===== src/rtl/mini_aes_iter.sv =====
// mini_aes_iter: iterative Mini-AES (16-bit block) cipher, one round per clock, LANES blocks under one key.
// Optional decryption is built when MINI_AES_DECRYPT_EN is defined (adds the 'mode' port).
module mini_aes_iter #(
    parameter int LANES  = 1,
    parameter int ROUNDS = 2
) (
    input  logic                clk,
    input  logic                rst_n,
`ifdef MINI_AES_DECRYPT_EN
    input  logic                mode,
`endif
    input  logic                in_valid,
    output logic                in_ready,
    input  logic [16*LANES-1:0] in_state,
    input  logic [15:0]         in_key,
    output logic                out_valid,
    input  logic                out_ready,
    output logic [16*LANES-1:0] out_data
);

    localparam logic [1:0] IDLE  = 2'd0;
    localparam logic [1:0] ROUND = 2'd1;
    localparam logic [1:0] DONE  = 2'd2;
    localparam logic [1:0] KEXP  = 2'd3;

    localparam logic [3:0] LAST = 4'(ROUNDS - 1);

    function automatic logic [3:0] sbox(input logic [3:0] x);
        logic [3:0] y;
        case (x)
            4'h0: y = 4'hE;  4'h1: y = 4'h4;  4'h2: y = 4'hD;  4'h3: y = 4'h1;
            4'h4: y = 4'h2;  4'h5: y = 4'hF;  4'h6: y = 4'hB;  4'h7: y = 4'h8;
            4'h8: y = 4'h3;  4'h9: y = 4'hA;  4'hA: y = 4'h6;  4'hB: y = 4'hC;
            4'hC: y = 4'h5;  4'hD: y = 4'h9;  4'hE: y = 4'h0;  default: y = 4'h7;
        endcase
        return y;
    endfunction

    function automatic logic [3:0] inv_sbox(input logic [3:0] x);
        logic [3:0] y;
        case (x)
            4'h0: y = 4'hE;  4'h1: y = 4'h3;  4'h2: y = 4'h4;  4'h3: y = 4'h8;
            4'h4: y = 4'h1;  4'h5: y = 4'hC;  4'h6: y = 4'hA;  4'h7: y = 4'hF;
            4'h8: y = 4'h7;  4'h9: y = 4'hD;  4'hA: y = 4'h9;  4'hB: y = 4'h6;
            4'hC: y = 4'hB;  4'hD: y = 4'h2;  4'hE: y = 4'h0;  default: y = 4'h5;
        endcase
        return y;
    endfunction

    // rcon(r) = x^(r-1) reduced mod x^4+x+1
    function automatic logic [3:0] rcon(input logic [3:0] r);
        logic [3:0] y;
        case (r)
            4'd1: y = 4'h1;  4'd2: y = 4'h2;  4'd3: y = 4'h4;  4'd4: y = 4'h8;
            4'd5: y = 4'h3;  4'd6: y = 4'h6;  4'd7: y = 4'hC;  4'd8: y = 4'hB;
            default: y = 4'h0;
        endcase
        return y;
    endfunction

    function automatic logic [3:0] xtime(input logic [3:0] x);
        return {x[2:0], 1'b0} ^ (x[3] ? 4'h3 : 4'h0);
    endfunction

    function automatic logic [15:0] nib_sub(input logic [15:0] s);
        return {sbox(s[15:12]), sbox(s[11:8]), sbox(s[7:4]), sbox(s[3:0])};
    endfunction

    function automatic logic [15:0] inv_nib_sub(input logic [15:0] s);
        return {inv_sbox(s[15:12]), inv_sbox(s[11:8]), inv_sbox(s[7:4]), inv_sbox(s[3:0])};
    endfunction

    function automatic logic [15:0] shift_row(input logic [15:0] s);
        return {s[15:12], s[3:0], s[7:4], s[11:8]};
    endfunction

    function automatic logic [7:0] mix_one(input logic [3:0] a, input logic [3:0] b);
        return {xtime(a) ^ a ^ xtime(b), xtime(a) ^ xtime(b) ^ b};
    endfunction

    function automatic logic [15:0] mix_col(input logic [15:0] s);
        return {mix_one(s[15:12], s[11:8]), mix_one(s[7:4], s[3:0])};
    endfunction

    function automatic logic [15:0] key_next(input logic [15:0] k, input logic [3:0] rc);
        logic [3:0] w4, w5, w6, w7;
        w4 = k[15:12] ^ sbox(k[3:0]) ^ rc;
        w5 = k[11:8] ^ w4;
        w6 = k[7:4] ^ w5;
        w7 = k[3:0] ^ w6;
        return {w4, w5, w6, w7};
    endfunction

    function automatic logic [15:0] key_prev(input logic [15:0] k, input logic [3:0] rc);
        logic [3:0] w0, w1, w2, w3;
        w3 = k[3:0] ^ k[7:4];
        w2 = k[7:4] ^ k[11:8];
        w1 = k[11:8] ^ k[15:12];
        w0 = k[15:12] ^ sbox(w3) ^ rc;
        return {w0, w1, w2, w3};
    endfunction

    function automatic logic [15:0] enc_round(input logic [15:0] s, input logic [15:0] k,
                                              input logic last);
        logic [15:0] t;
        t = shift_row(nib_sub(s));
        if (!last) t = mix_col(t);
        return t ^ k;
    endfunction

    // MixColumn is its own inverse, so it leads every inverse round except the first
    function automatic logic [15:0] dec_round(input logic [15:0] s, input logic [15:0] k,
                                              input logic mix);
        logic [15:0] t;
        t = mix ? mix_col(s) : s;
        return shift_row(inv_nib_sub(t)) ^ k;
    endfunction

    logic [1:0]          fsm;
    logic [3:0]          rnd;
    logic [16*LANES-1:0] st;
    logic [15:0]         key;
    logic [16*LANES-1:0] res;
    logic                dec;
    logic                start_dec;

    logic [15:0]         key_fwd;
    logic [15:0]         key_bwd;
    logic [16*LANES-1:0] enc_next;
    logic [16*LANES-1:0] dec_next;

    always_comb begin
        key_fwd  = key_next(key, rcon(rnd + 4'd1));
        key_bwd  = key_prev(key, rcon(4'(ROUNDS) - rnd));
        enc_next = '0;
        dec_next = '0;
        for (int i = 0; i < LANES; i++) begin
            enc_next[16*i +: 16] = enc_round(st[16*i +: 16], key_fwd, rnd == LAST);
            dec_next[16*i +: 16] = dec_round(st[16*i +: 16], key_bwd, rnd != 4'd0);
        end
    end

`ifdef MINI_AES_DECRYPT_EN
    assign start_dec = mode;

    always_ff @(posedge clk) begin
        if (!rst_n) begin
            dec <= 1'b0;
        end else if (fsm == IDLE && in_valid) begin
            dec <= mode;
        end
    end
`else
    assign start_dec = 1'b0;
    assign dec       = 1'b0;
`endif

    // Decrypt walks the key schedule forward in KEXP, then regenerates earlier keys backwards in ROUND
    always_ff @(posedge clk) begin
        if (!rst_n) begin
            fsm <= IDLE;
            rnd <= '0;
            st  <= '0;
            key <= '0;
            res <= '0;
        end else begin
            case (fsm)
                IDLE: begin
                    if (in_valid) begin
                        key <= in_key;
                        rnd <= '0;
                        if (start_dec) begin
                            st  <= in_state;
                            fsm <= KEXP;
                        end else begin
                            st  <= in_state ^ {LANES{in_key}};
                            fsm <= ROUND;
                        end
                    end
                end
                KEXP: begin
                    key <= key_fwd;
                    if (rnd == LAST) begin
                        rnd <= '0;
                        st  <= st ^ {LANES{key_fwd}};
                        fsm <= ROUND;
                    end else begin
                        rnd <= rnd + 4'd1;
                    end
                end
                ROUND: begin
                    st  <= dec ? dec_next : enc_next;
                    key <= dec ? key_bwd : key_fwd;
                    rnd <= rnd + 4'd1;
                    if (rnd == LAST) begin
                        res <= dec ? dec_next : enc_next;
                        fsm <= DONE;
                    end
                end
                DONE: begin
                    if (out_ready) fsm <= IDLE;
                end
                default: fsm <= IDLE;
            endcase
        end
    end

    assign in_ready  = (fsm == IDLE);
    assign out_valid = (fsm == DONE);
    assign out_data  = res;

endmodule


===== config.mk =====
export PLATFORM = sky130hd
export DESIGN_NAME = mini_aes_iter
export DESIGN_NICKNAME = d
export VERILOG_FILES = /design/src/rtl/mini_aes_iter.sv
export SDC_FILE = /design/constraint.sdc
export NUM_CORES = 1
export LEC_CHECK = 0
export BUFFER_PORTS_ARGS = -buffer_cell sky130_fd_sc_hd__buf_2
export CAP_MARGIN = 40
export CELL_PAD_IN_SITES_DETAIL_PLACEMENT = 1
export CELL_PAD_IN_SITES_GLOBAL_PLACEMENT = 1
export CORE_MARGIN = 2
export CORE_UTILIZATION = 46
export CTS_CLUSTER_DIAMETER = 200
export CTS_CLUSTER_SIZE = 20
export DETAILED_ROUTE_END_ITERATION = 8
export MAX_ROUTING_LAYER = met4
export PLACE_DENSITY = 0.82
export SYNTH_ARGS = -nofsm -noshare
export SYNTH_HDL_FRONTEND = slang
export SYNTH_SLANG_ARGS = --single-unit

===== constraint.sdc =====
create_clock -name clk -period 3.85 [get_ports clk]
set_clock_uncertainty 0.05 [all_clocks]
set_input_delay 0.385 -clock clk [delete_from_list [all_inputs] [get_ports clk]]
set_output_delay 0.385 -clock clk [all_outputs]
set_load 0.02 [all_outputs]

After elaboration in Yosys (flattened, before gate mapping)
Memories as Yosys holds them, arrays and structs flattened. A register that Yosys moved wholly into a read port is not among the register bits.
Cells that the tools add are included.
Storage, ports and cells
  bits in read-only memories: 384
  memories: 6
  output and inout port bits: 18
  word-level logic and storage cells: 77
  bits in registers: 54
Operators by class
  add/sub/neg operators: 1
  equality and inequality tests: 8
  mux-type cells: 28
  reductions and logical operators: 9
  bitwise operators: 20
Memories
  (name not given): words 16, bits a word 4, read ports 1, clocked after memory_dff 0, wr ports 0, RTL line 53  | case (r)
  (name not given): words 16, bits a word 4, read ports 1, clocked after memory_dff 1, wr ports 0, RTL line 30  | case (x)
  (name not given): words 16, bits a word 4, read ports 1, clocked after memory_dff 1, wr ports 0, RTL line 30
  (name not given): words 16, bits a word 4, read ports 1, clocked after memory_dff 1, wr ports 0, RTL line 30
  (name not given): words 16, bits a word 4, read ports 1, clocked after memory_dff 1, wr ports 0, RTL line 30
  (name not given): words 16, bits a word 4, read ports 1, clocked after memory_dff 1, wr ports 0, RTL line 30
Operators with widths (count)
  2-to-1 mux 16 bit: 4
  XOR 4 bit: 13
  2-to-1 mux 4 bit: 12
  case mux 16 bit (3 select lines): 1
  XOR 16 bit: 3
  case mux 16 bit (2 select lines): 1
  2-to-1 mux 2 bit: 8
  XOR 4 x 2 -> 4 bit: 4
  case mux 4 bit (3 select lines): 1
  case mux 2 bit (4 select lines): 1
  != test 2 bit (second input constant): 3
  AND reduction 2 bit: 3
  adder 4 x 1 -> 4 bit (second input constant): 1
  == test 2 bit (second input constant): 2
  == test 4 x 1 -> 1 bit (second input constant): 1
  AND reduction 4 bit: 1
  AND reduction 3 bit: 1
  nonzero test 3 bit: 1
  == test 2 x 1 -> 1 bit (second input constant): 1
  zero test 2 bit: 1
  != test 2 x 1 -> 1 bit (second input constant): 1
  nonzero test 2 bit: 1
  OR reduction 2 bit: 1

Longest topological paths before layout
Gate-level depths: netlist of run 1.
An unclocked memory read counts as a cell.
  word-level depth: 11
  gate-level depth with buffers: 16
  mapped depth without buffers: 15

Worst setup path after synthesis of run 1
No wires, ideal clock.
  path kind: reg2reg
  start: register rnd[0]
  end: register with a tool-made name
  clock period less this slack: 3.473 ns
  arrival: 3.344 ns
  cell stages (with the launch flop): 11
  setup slack: 0.377 ns
  buffers on the path: 0
  path through: dfxtp_1 > nand3_2 > xnor2_2 > mux2_2 > xnor3_1 > xor2_1 > a222oi_1 > nor2_1 > ha_1 > or4_1 > o211ai_1
RTL lines
  from (decl): RTL line 120  | logic [3:0] rnd;
  from (signal assigned): RTL line 188  | rnd <= rnd + 4'd1;
  from (signal assigned): RTL line 194  | rnd <= rnd + 4'd1;

==> results by group, run 1 <==
Drt
  – Vias/cell: 6.064
  – Antenna-violating nets left: 0
  – Routed WL: 21930 um
  – First DRT Iteration DRCs: 351
  – Via count: slightly above 6000
  – Initial DRT Pass Iterations: 7
  – DRC Markers: 0
  – WL/cell: 21.86 um

Layout
  – Layout area overhead: 16.59%
  – Layout cell share with drive strength beyond 1: 17.90%
  – Layout net count: between 800 and 900
  – Non-filler cells, final: 1003
  – # diodes: 0

Global route
  – Total global routing overflow: 0
  – GRT Total Usage: 32.33%
  – Maximum number of pins on one net before global-route repair: 61
  – Global-route wire length before repair: ~35000 um
  – Vias in the first global route: 6268
  – Initial antenna violation count: 0

Setup path
  – Setup crit end kind: flop
  – Arrival time at the worst endpoint: 3.86 ns
  – Largest fanout on the critical path: 7
  – Critical Path RT: 4.00 ns
  – Crit Path Category: reg2reg
  – Worst reg-to-reg setup slack: 0.13 ns
  – CP Launch Type: flop

Timing
  – Fin crit period: 3.717 ns
  – Pins over their slew limit: 0
  – Least-Margin Pin Slew: 0.7238 ns
  – Final setup fails: 0
  – Post-route setup TNS: 0 ns
  – Fin. Hold Viols: 0
  – WHS: 0.3339 ns
  – Rel. slew slack: 51.40%
  – Fmax: 269.1 MHz
  – Tcrit/Tclk final: a little over nine tenths

Worst hold path
  – HP Class: in2reg

Yosys
  – Synth Flop Type: dfxtp_1
  – Avg Cell Area, Syn: 8.092 sq um
  – Async S/R FF share, synth: 0%
  – Post-synth EDFFs: 0
  – Post-synthesis register bit count: between 70 and 80
  – Mapped cell area: 6110 sq um
  – Cell variety after synth: 75
  – Syn nets: 826
  – Yosys Warn Count: 0
  – Cell count after synthesis: ~760
  – Post-synthesis sequential area ratio: 24.25%

Floorplan
  – Row Count: 42
  – Die Wd: roughly 120 um
  – Core area: 13090 sq um
  – Ports: 54
  – Die Span Y: around 120 um
  – Initial Util: 46.69%
  – Die area: 14220 sq um

Power
  – Pleak: 0.002945 uW
  – PwrDens: approximately 960 nW/um^2
  – Worst-case vdd ir drop: roughly 380 uV

Clocking
  – Sink Count: 74
  – CTS tree: built
  – Root buf cell: clkbuf_16
  – TritonCTS buffer count: 9
  – H-tree levels: 3
  – CTS clk-pin slew, worst paths: 0.06 ns
  – Max Root-Sink Buffers: 2
  – Cts hold-fix bufs: 0
  – Skew-Pair Late Insertion Delay: ~0.35 ns

Placement
  – # placed instances: ~1000
  – DP HPWL: 16400 um
  – Gpl congestion: between 0.9 and 1
  – PortBufs: 53

Status
  – Status: complete, no violations

Flow run
  – MaxCap Viol Count: 0
## layout make-up
class | count | area [sq um]
Inverter | 30 | 112.6
Multi-Input combinational cell | 613 | 4420
Tap cell | 176 | 220.2
Clock inverter | 4 | 51.30
Timing Repair Buffer | 95 | 580.6
Fill cell | 1642 | 5962
Sequential cell | 74 | 1485
Clock buffer | 11 | 252.7
## repair_timing
item	in CTS	in global routing
gates resized for setup	2	9
setup buffers	0	1
endpoints found under the setup margin	2	14
pin swaps	0	0
## logic make-up (layout without fill, tap and decap cells)
logic type               after synthesis  count (layout)  synth area share [%]
buffers and inverters                 68             140                 4.382
multiplexers                          24              24                 4.362
XOR/XNOR                             109             109                 18.88
flip-flops                            74              74                 24.25
adder cells (fa/ha/maj)               35              35                 7.168
AND/OR/NAND/NOR                      245             245                 18.29
AO/OA/AOI/OAI                        200             200                 22.67
## per-stage QoR
step                utilization, %  area, sq um  power, uW  setup slack, ns
global route                 54.44         7123       7266         -0.01585
CTS                          54.07         7076       6707          0.07261
floorplan                        -         6110       4463           0.3774
global placement             51.63         6755       5539           0.2450
detailed placement           51.63         6755       5751          0.03424
finish                       54.44         7123       6858           0.1335
## Yosys cell counts (5+ instances only)
cell type	instances	area share, %
nor2_1	88	5.4
dfxtp_1	74	24
nand2_1	72	4.4
xnor2_1	70	10
a21oi_1	51	4.2
ha_1	35	7.2
o21ai_0	35	2.9
inv_1	29	1.8
clkbuf_1	28	1.7
xor2_1	24	3.4
nor3_1	16	1.3
and2_1	15	1.5
mux2i_1	14	2.3
a211oi_1	12	1.5
nand3_1	12	0.98
xnor3_1	9	3.3
mux2_2	8	1.5
o211ai_1	8	0.98
o22ai_1	8	0.82
a22oi_1	7	0.86
buf_2	7	0.57
nand2b_1	7	0.72
nand4_1	7	0.72
a31oi_1	6	0.61
o31ai_1	6	0.74
a21o_1	5	0.61
o221ai_1	5	0.72
or3_1	5	0.51
## cells in the final DEF, fill, tap and decap left out, types with 24 or more instances in the layout
cell,Yosys,routed
nand2_1,72,72
buf_4,1,42
ha_1,35,34
xnor2_1,70,67
buf_2,7,53
inv_1,29,28
dfxtp_1,74,71
nor2_1,88,87
o21ai_0,35,34
a21oi_1,51,51
xor2_1,24,24
## critical path, stage by stage, from the launching register on
cell and delay [ns]:
dfxtp_2 0.36, inv_1 0.12, ha_1 0.18, or3b_2 0.59, a211oi_2 0.42, buf_4 0.24, o211a_1 0.16, o21ai_0 0.08
o22a_1 0.30, and2_1 0.23, inv_1 0.11, ha_1 0.27, mux2_2 0.29, nand2_1 0.08, a21oi_1 0.07
## power by group
group          internal, uW  switching (uW)  leakage [uW]
combinational          1960            2740       0.00219
sequential              991             277      0.000612
clock                   534             355      0.000148
## metal layers
layer	track usage (%)	wire, um	share of wire, %
met5	-	0	0
met4	11.83	669	3.1
met3	5.412	1546	7.1
met2	53.09	10520	48
met1	40.05	9194	42
## final timing paths
kind,start,endpoint,depth (start not counted)
worst max-delay path,rnd[1],flop,14
worst min-delay path,in_key[14],key[14],3
worst max register to register,rnd[1],flop,14
worst min register to register,out_data[11],out_data[11],2
(Power assumes the default switching activity.)
==> run 2, diff against run 1 <==
--- a/config.mk
+++ b/config.mk
@@ -9,7 +9,6 @@
 export CAP_MARGIN = 40
 export CELL_PAD_IN_SITES_DETAIL_PLACEMENT = 1
 export CELL_PAD_IN_SITES_GLOBAL_PLACEMENT = 1
-export CORE_MARGIN = 2
 export CORE_UTILIZATION = 46
 export CTS_CLUSTER_DIAMETER = 200
 export CTS_CLUSTER_SIZE = 20
==> constraint.sdc (replaced) <==
create_clock -name clk -period 3.85 [get_ports clk]
set_clock_uncertainty 0.05 [all_clocks]
set_input_delay 0.385 -clock clk [delete_from_list [all_inputs] [get_ports clk]]
set_output_delay 0.385 -clock clk [all_outputs]
set_load 0.01 [all_outputs]
==> run 2 against run 1 <==
First-iteration DRC count up 31%. Combinational power hardly changed. Global-route usage grew 2.1 points. Largest power group unchanged. Highest routed layer unchanged.
==> results by group, run 2 (synthesized netlist as in run 1, its figures left out) <==
Clocking
  – H-tree levels: 3
  – TritonCTS buffer count: 9
  – CTS tree: built
  – Max Root-Sink Buffers: 2
  – Sink Count: 74
  – CTS clk-pin slew, worst paths: 0.06 ns
  – Root buf cell: clkbuf_16
  – Skew-Pair Late Insertion Delay: 0.35 ns

Timing
  – Fin crit period: 3.635 ns
  – Unrepaired setup endpoints after global routing: false
  – Fmax: around 280 MHz
  – Tcrit/Tclk final: 94.41%
  – Least-Margin Pin Slew: 0.6472 ns
  – Fin. Hold Viols: 0
  – Post-route setup TNS: 0 ns
  – WHS: 0.3087 ns
  – Final setup fails: 0
  – Rel. slew slack: a little under three fifths
  – Pins over their slew limit: 0

Setup path
  – WP depth: 10
  – Crit path cell chain: nand3_2 > xnor2_2 > mux2_2 > xnor3_1 > xor2_1 > a222oi_1 > nor2_1 > ha_1 > or4_1 > o211ai_1
  – Crit Path Category: reg2reg
  – CP bufs+invs: 0
  – Slowest CP cell: or4_1
  – CP delay by family, top: XOR/XNOR gates
  – Setup crit end kind: flop
  – Slowest Stage Delay on Critical Path: 0.50 ns
  – Arrival time at the worst endpoint: approximately 3.9 ns
  – Largest fanout on the critical path: 7
  – Critical Path RT: 4.07 ns
  – R2R depth: 10
  – CP Launch Type: flop

Floorplan
  – Ports: 54
  – Initial Util: 47.83%
  – Die Wd: 117.2 um
  – Row Count: a little over 40
  – Die area: 13750 sq um
  – Core area: 12770 sq um
  – Die Span Y: 117.2 um

Global route
  – Maximum number of pins on one net before global-route repair: 31
  – GRT Total Usage: 34.44%
  – Initial antenna violation count: 0
  – Total global routing overflow: 0
  – Vias in the first global route: 6343
  – Global-route wire length before repair: 33950 um

Power
  – PwrDens: roughly 960 nW/um^2
  – Pleak: 0.002953 uW
  – Overall power: a little under 7000 uW
  – Worst-case vdd ir drop: approximately 400 uV

Flow run
  – MaxCap Viol Count: 0

Layout
  – Layout area overhead: 16.40%
  – # diodes: 0
  – Most frequent cells in the layout: nor2_1 (87), nand2_1 (72), dfxtp_1 (71)
  – Post-layout util: between 50% and 60%
  – Commonest non-fill, non-tap cell in the layout: nor2_1
  – Fillers: 1598
  – Layout cell share with drive strength beyond 1: 17.97%
  – Layout net count: between 800 and 900

Drt
  – Via count: between 6000 and 7000
  – Initial DRT Pass Iterations: 5
  – First DRT Iteration DRCs: 461
  – Vias/cell: 6.103
  – Antenna-violating nets left: 0
  – Routed WL: around 22000 um
  – DRC Markers: 0
  – WL/cell: 21.88 um

Worst hold path
  – Hold path cells: 3
  – HP Class: in2reg

Placement
  – Gpl congestion: 0.9893
  – DP HPWL: 16850 um
  – PortBufs: 53

Status
  – Status: complete, no violations
[run 2: area by class of cell]
| class | instances | area, sq um | share of cell area, % |
|---|---|---|---|
| clock buffer | 10 | 239.0 | 3.360 |
| clock inverter | 6 | 65.06 | 0.9148 |
| inverter | 30 | 112.6 | 1.583 |
| multi-input combinational | 613 | 4394 | 61.79 |
| sequential | 74 | 1485 | 20.88 |
| tap | 172 | 215.2 | 3.026 |
| timing repair buffer | 96 | 600.6 | 8.445 |
[run 2: through the flow]
stage | setup WS (ns) | cell area (sq um) | cells
floorplan | 0.3774 | 6110 | 755
global placement | 0.2146 | 6770 | 984
detailed placement | 0.08554 | 6770 | 984
CTS | 0.01637 | 7074 | 1000
global route | 0.003016 | 7112 | 1001
finish | 0.2150 | 7112 | 1001
[run 2: layer usage]
| layer | global-route usage [%] | part of all wire, % |
|---|---|---|
| met5 | - | 0 |
| met4 | 20.51 | 5.3 |
| met3 | 7.621 | 7.1 |
| met2 | 55.45 | 47 |
| met1 | 39.19 | 41 |
[run 2: worst paths after layout]
| kind | from | endpoint | slack, ns |
|---|---|---|---|
| worst max-delay path | rnd[2] | flop | 0.22 |
| worst min register to register | out_data[7] | out_data[7] | 0.40 |
| worst min-delay path | in_key[14] | key[14] | 0.31 |
| worst max register to register | rnd[2] | flop | 0.22 |
[run 2: worst reg2reg max path: cells and delay by family (launching register included)]
family                   cells  cell delay [ns]
AND/OR/NAND/NOR              3             0.89
adder cells (fa/ha/maj)      1             0.27
multiplexers                 1             0.47
XOR/XNOR                     3             0.92
flip-flops                   1             0.42
AO/OA/AOI/OAI                2             0.54
[run 2: what timing repair did]
action | in CTS | in global routing
hold buffers | 0 | 0
setup endpoints to repair | 0 | 16
gates resized for setup | 0 | 8
buffers inserted | 0 | 1
[run 2: power breakdown]
group	leakage (uW)	total [uW]	internal (uW)	switching (uW)
clock	0.000149	886	521	365
sequential	0.000612	1270	991	276
combinational	0.00219	4700	1980	2720
total	0.00295	6850	3490	3360
